==> src/rtl/trig_pkg.sv <==
// trig_pkg: shared FSM state type and counter helpers for the comparator trigger conditioner
package trig_pkg;

    typedef enum logic [1:0] {
        IDLE,
        WAIT_EDGE,
        MEASURE
    } state_t;

    localparam int CNT_WIDTH_DEF = 24;

    // All-ones value of a w-bit counter.
    function automatic logic [63:0] cnt_sat(input int w);
        return (w >= 64) ? '1 : (64'd1 << w) - 64'd1;
    endfunction

endpackage

==> src/rtl/sync_glitch_filter.sv <==
// sync_glitch_filter: synchronises an async input, suppresses short pulses and flags rising edges
//   clk, rst : clock, synchronous active-high reset
//   sig_in   : asynchronous input
//   sig_out  : synchronised, filtered level
//   rising   : one-cycle pulse in the first cycle sig_out is high
module sync_glitch_filter #(
    parameter int SYNC_STAGES = 2,
    parameter int FILTER_LEN  = 4
) (
    input  logic clk,
    input  logic rst,
    input  logic sig_in,
    output logic sig_out,
    output logic rising
);

    localparam int FW = FILTER_LEN > 1 ? $clog2(FILTER_LEN) : 1;

    logic [SYNC_STAGES-1:0] sync_q;
    logic [FW-1:0]          filt_cnt;
    logic                   synced;

    assign synced = sync_q[SYNC_STAGES-1];

    // The filtered level only follows after FILTER_LEN consecutive differing samples;
    // rising is registered together with the level change so both appear in the same cycle.
    always_ff @(posedge clk) begin
        if (rst) begin
            sync_q   <= '0;
            filt_cnt <= '0;
            sig_out  <= 1'b0;
            rising   <= 1'b0;
        end else begin
            sync_q <= {sync_q[SYNC_STAGES-2:0], sig_in};
            rising <= 1'b0;
            if (synced == sig_out) begin
                filt_cnt <= '0;
            end else if (filt_cnt == FW'(FILTER_LEN - 1)) begin
                sig_out  <= synced;
                rising   <= synced;
                filt_cnt <= '0;
            end else begin
                filt_cnt <= filt_cnt + 1'b1;
            end
        end
    end

endmodule

==> src/rtl/comparator_trigger_conditioner.sv <==
// comparator_trigger_conditioner: conditions a comparator square wave and flags when its frequency is stable
//   clk, rst        : clock, synchronous active-high reset
//   comp_in         : asynchronous comparator square wave
//   en              : enables period measurement and stability tracking
//   sync_signal_out : synchronised, filtered square wave
//   signal_rising   : one-cycle pulse on each rising edge of sync_signal_out
//   period          : last measured period in clk cycles
//   period_valid    : one-cycle pulse when period updates
//   stable          : successive periods agree within TOL
//   timeout         : one-cycle pulse when the period counter saturates without an edge
module comparator_trigger_conditioner
    import trig_pkg::*;
#(
    parameter int SYNC_STAGES = 2,
    parameter int FILTER_LEN  = 4,
    parameter int CNT_WIDTH   = CNT_WIDTH_DEF,
    parameter int TOL         = 16,
    parameter int MIN_PERIOD  = 8,
    parameter int STABLE_CNT  = 4
) (
    input  logic                 clk,
    input  logic                 rst,
    input  logic                 comp_in,
    input  logic                 en,
    output logic                 sync_signal_out,
    output logic                 signal_rising,
    output logic [CNT_WIDTH-1:0] period,
    output logic                 period_valid,
    output logic                 stable,
    output logic                 timeout
);

    localparam int                   MW      = $clog2(STABLE_CNT + 1);
    localparam logic [CNT_WIDTH-1:0] CNT_MAX = CNT_WIDTH'(cnt_sat(CNT_WIDTH));

    state_t               state;
    logic [CNT_WIDTH-1:0] cnt, prev, diff;
    logic [MW-1:0]        match_cnt, match_nxt;
    logic                 has_prev, match;

    sync_glitch_filter #(
        .SYNC_STAGES(SYNC_STAGES),
        .FILTER_LEN (FILTER_LEN)
    ) u_filter (
        .clk    (clk),
        .rst    (rst),
        .sig_in (comp_in),
        .sig_out(sync_signal_out),
        .rising (signal_rising)
    );

    // Larger minus smaller so the difference never wraps.
    assign diff      = cnt > prev ? cnt - prev : prev - cnt;
    assign match     = diff <= CNT_WIDTH'(TOL) && cnt >= CNT_WIDTH'(MIN_PERIOD);
    assign match_nxt = !match ? '0 : match_cnt == MW'(STABLE_CNT) ? match_cnt : match_cnt + 1'b1;

    always_ff @(posedge clk) begin
        if (rst) begin
            state        <= IDLE;
            cnt          <= '0;
            prev         <= '0;
            period       <= '0;
            period_valid <= 1'b0;
            stable       <= 1'b0;
            timeout      <= 1'b0;
            match_cnt    <= '0;
            has_prev     <= 1'b0;
        end else begin
            period_valid <= 1'b0;
            timeout      <= 1'b0;
            if (!en) begin
                state     <= IDLE;
                stable    <= 1'b0;
                match_cnt <= '0;
                has_prev  <= 1'b0;
            end else begin
                case (state)
                    IDLE: state <= WAIT_EDGE;
                    WAIT_EDGE: begin
                        if (signal_rising) begin
                            cnt      <= CNT_WIDTH'(1);
                            has_prev <= 1'b0;
                            state    <= MEASURE;
                        end
                    end
                    MEASURE: begin
                        // An edge coinciding with saturation is still a valid measurement.
                        if (signal_rising) begin
                            period       <= cnt;
                            period_valid <= 1'b1;
                            prev         <= cnt;
                            cnt          <= CNT_WIDTH'(1);
                            has_prev     <= 1'b1;
                            if (has_prev) begin
                                match_cnt <= match_nxt;
                                stable    <= match_nxt == MW'(STABLE_CNT);
                            end
                        end else if (cnt == CNT_MAX) begin
                            timeout   <= 1'b1;
                            stable    <= 1'b0;
                            match_cnt <= '0;
                            has_prev  <= 1'b0;
                            state     <= WAIT_EDGE;
                        end else begin
                            cnt <= cnt + 1'b1;
                        end
                    end
                    default: state <= IDLE;
                endcase
            end
        end
    end

endmodule
==> config.mk <==
export PLATFORM = sky130hd
export DESIGN_NAME = comparator_trigger_conditioner
export DESIGN_NICKNAME = d
export VERILOG_FILES = /design/src/rtl/trig_pkg.sv /design/src/rtl/sync_glitch_filter.sv /design/src/rtl/comparator_trigger_conditioner.sv
export SDC_FILE = /design/constraint.sdc
export NUM_CORES = 1
export LEC_CHECK = 0
export ABC_AREA = 1
export BUFFER_PORTS_ARGS = -buffer_cell sky130_fd_sc_hd__buf_2
export CELL_PAD_IN_SITES_DETAIL_PLACEMENT = 1
export CELL_PAD_IN_SITES_GLOBAL_PLACEMENT = 2
export CORE_MARGIN = 2
export CORE_UTILIZATION = 33
export CTS_CLUSTER_DIAMETER = 80
export CTS_CLUSTER_SIZE = 12
export DETAILED_ROUTE_END_ITERATION = 10
export GPL_ROUTABILITY_DRIVEN = 0
export HOLD_SLACK_MARGIN = 0.1
export PLACE_DENSITY = 0.87
export SLEW_MARGIN = 20
export SYNTH_ARGS = -nofsm -noshare
export SYNTH_HDL_FRONTEND = slang
export SYNTH_SLANG_ARGS = --single-unit
==> constraint.sdc <==
create_clock -name clk -period 2.8 [get_ports clk]
set_input_delay 0.28 -clock clk [delete_from_list [all_inputs] [get_ports clk]]
set_output_delay 0.28 -clock clk [all_outputs]
set_load 0.1 [all_outputs]
==> impl_metrics.tcl <==
set metrics [dict create \
    rows 49 \
    grt_max_degree 50 \
    syn-num-nets 1118 \
    start_util_pct 33.9 \
    io-pin-count 33 \
    yosys.area.top_type "dfxtp_1" \
    diodes 0 \
    worstSkewPairLatency_ns 0.34 \
    place_area_mm2 0.00698 \
    synth_top_area_share_pct 20.6 \
    fin_area_mm2 0.00831 \
    slew_viol_final 0 \
    area_delta_synth_final_pct 35.5 \
    layout_commonest_cell "nand2_1" \
    grt_pass1_wl_mm 37.8 \
    crit_family "simple AND/OR/NAND/NOR gates" \
    antenna_left 0 \
    instances_no_fill 1412 \
    startpoint_type "register" \
    clockBufferDepth 2 \
    wirelength_mm 24.7 \
    slowest_delay_ns 0.36 \
    drt-wirelength-per-cell_um 17.5 \
    status "completed" \
    end_kind "register" \
    yosysSeqAreaShare_pct 20.6 \
    period_share_pct 98.0 \
    min_path_type "input port to register" \
    core_area_mm2 0.0181 \
    place.port_buffers 32 \
    cts_buffers 9 \
    die-area_mm2 0.0197 \
    fin_crit_ns 2.74 \
    htreeDepth 3 \
    hpwlAfterDp_mm 19.4 \
    path_clk_slew_ns 0.06 \
    die_h_um 140 \
    synth_edf_count 0 \
    synth-seq-cells 63 \
    crit_chain "inv_1 -> ha_4 -> nand2_4 -> inv_4 -> nand2_1 -> nand2_2 -> nand2_1 -> nand2_2 -> nor2_2 -> nand2_2 -> nand2_4 -> buf_6 -> buf_4 -> nand2_1 -> nand4_1 -> o21ai_2 -> nand3_2 -> nor2_2 -> nand3_1 -> a21oi_2" \
    mostFrequentLayoutCells "nand2_1, inv_1, buf_4" \
    synth_ff_type "dfxtp_1" \
    hold_viol 0 \
    antenna_found_initial 0 \
    syn_avg_cell_area_um2 5.81 \
    drtIter0Drc 295 \
    rsz0062_at_grt "true" \
    overflow 0 \
    cts.sinks 63 \
    power_density_mw_per_mm2 327 \
    crit_arrival_ns 3.02 \
    yosysUniqueCellTypes 38 \
    drv_cap 0 \
    vdd_ir_drop_max_uv 353 \
    grt_pass1_vias 7084 \
    worstSetupPathType "register to register" \
    cp_slowest_cell "dfxtp_2" \
    p_leak_nw 4.11 \
    fmax_ghz 0.364 \
    synthesis.area_mm2 0.00614 \
    drt_first_pass_iters 5 \
    place_inst 1362 \
    setup_violations 0 \
    synthArstFlopShare_pct 0 \
    cp_max_fo 6 \
    grt_use_total_pct 24.3 \
    die-width_um 140 \
    ys_warn_count 0 \
    path_buf_inv 4 \
    routed_via_density 5.07 \
    drive_above_1_share_pct 30.1 \
    relSlewSlack_pct 40.1 \
    synth_area_leaders "dfxtp_1, nand2_1, ha_1" \
    cts-root-buf "clkbuf_16" \
    drc 0 \
    synth_cells 1057 \
    tightest_slew_ns 0.898 \
    cts_tree "built" \
    vias 7153 \
    nNetsFinal 1239 \
    fin_skew_ns 0.00895 \
    cp_data_required_time_ns 3.07 \
]
## flip-flops by register name, summed over array words and instances, names as in the netlist, 2 cells and up
register / count
prev: 24
match_cnt: 3
u_filter.filt_cnt: 2
u_filter.sync_q: 2
state: 2
cnt: 24
## synthesized netlist by cell type, types with 5 or more instances
cell / count
inv_2: 12
o21bai_1: 5
nor2_2: 10
nand2_2: 14
nand2_1: 328
dfxtp_1: 63
a21oi_1: 88
nor3_1: 17
xor2_1: 12
o21ai_0: 49
nand4_1: 21
a221oi_1: 5
inv_1: 188
nor4_1: 5
nand3_1: 64
clkbuf_1: 9
nor2_1: 75
ha_1: 57
## cells by family (layout without fill, tap and decap cells)
| group | count (synthesis) | count (layout) | share of synthesized area [%] |
|---|---|---|---|
| AO/OA/AOI/OAI | 158 | 158 | 13.9 |
| XOR/XNOR | 15 | 15 | 2.14 |
| adder cells (fa/ha/maj) | 57 | 57 | 11.6 |
| buffers and inverters | 217 | 343 | 13.6 |
| flip-flops | 63 | 63 | 20.6 |
| AND/OR/NAND/NOR | 547 | 547 | 38.2 |
## worst min-delay path: cells and delay by family
| family | cells | cell delay, ns |
|---|---|---|
| buf+inv | 2 | 0.10 |
| simple gates | 1 | 0.06 |
## report_power, final
group | internal, mW | leakage [nW] | switching, mW
combinational | 0.207 | 3.42 | 0.359
sequential | 0.897 | 0.532 | 0.00664
clock | 0.783 | 0.160 | 0.466
total | 1.89 | 4.11 | 0.832
## worst paths after layout
check             cells after the start  slack [ns]               start            endpoint
setup / recovery                     20        0.06            prev[10]              stable
hold / removal                        3        0.14             comp_in  u_filter.sync_q[0]
setup reg to reg                     20        0.06            prev[10]              stable
hold reg to reg                       2        0.40  u_filter.sync_q[0]  u_filter.sync_q[1]
## layout make-up
cell class / instances / area, µm²
tap: 229 / 287
sequential: 63 / 1330
inverter: 202 / 763
multi-input combinational: 777 / 4740
timing repair buffer: 125 / 870
clock buffer: 9 / 225
clock inverter: 7 / 96.3
fill: 2390 / 9770
## stage by stage
step | TNS [ns] | worst slack [ns] | total power [mW] | hold slack (ns) | utilization, %
after floorplan | 0 | 0.0754 | 1.28 | 0.387 | -
after global placement | -0.251 | -0.0771 | 1.43 | 0.391 | 38.6
after detailed placement | -0.412 | -0.115 | 1.43 | 0.398 | 38.6
after CTS | 0 | 0.00319 | 2.69 | 0.141 | 40.6
after global routing | -0.267 | -0.0877 | 2.84 | 0.147 | 46.0
final | 0 | 0.0557 | 2.72 | 0.142 | 46.0
## metal layers
| metal | up-vias | global-route usage (%) | wire length (µm) |
|---|---|---|---|
| li1 | 3577 | - | - |
| met1 | 3432 | 32.7 | 11500 |
| met2 | 110 | 39.9 | 11900 |
| met3 | 34 | 3.15 | 647 |
| met4 | 0 | 8.51 | 642 |
| met5 | - | 0 | 0 |
## timing repair
action / 4_1_cts / 5_1_grt
pin swaps: 0 / 54
hold buffers: 0 / 0
resized for setup: 12 / 193
setup buffers: 0 / 34
endpoints found under the setup margin: 5 / 14
Note: power is estimated with default switching activity, not from simulation.
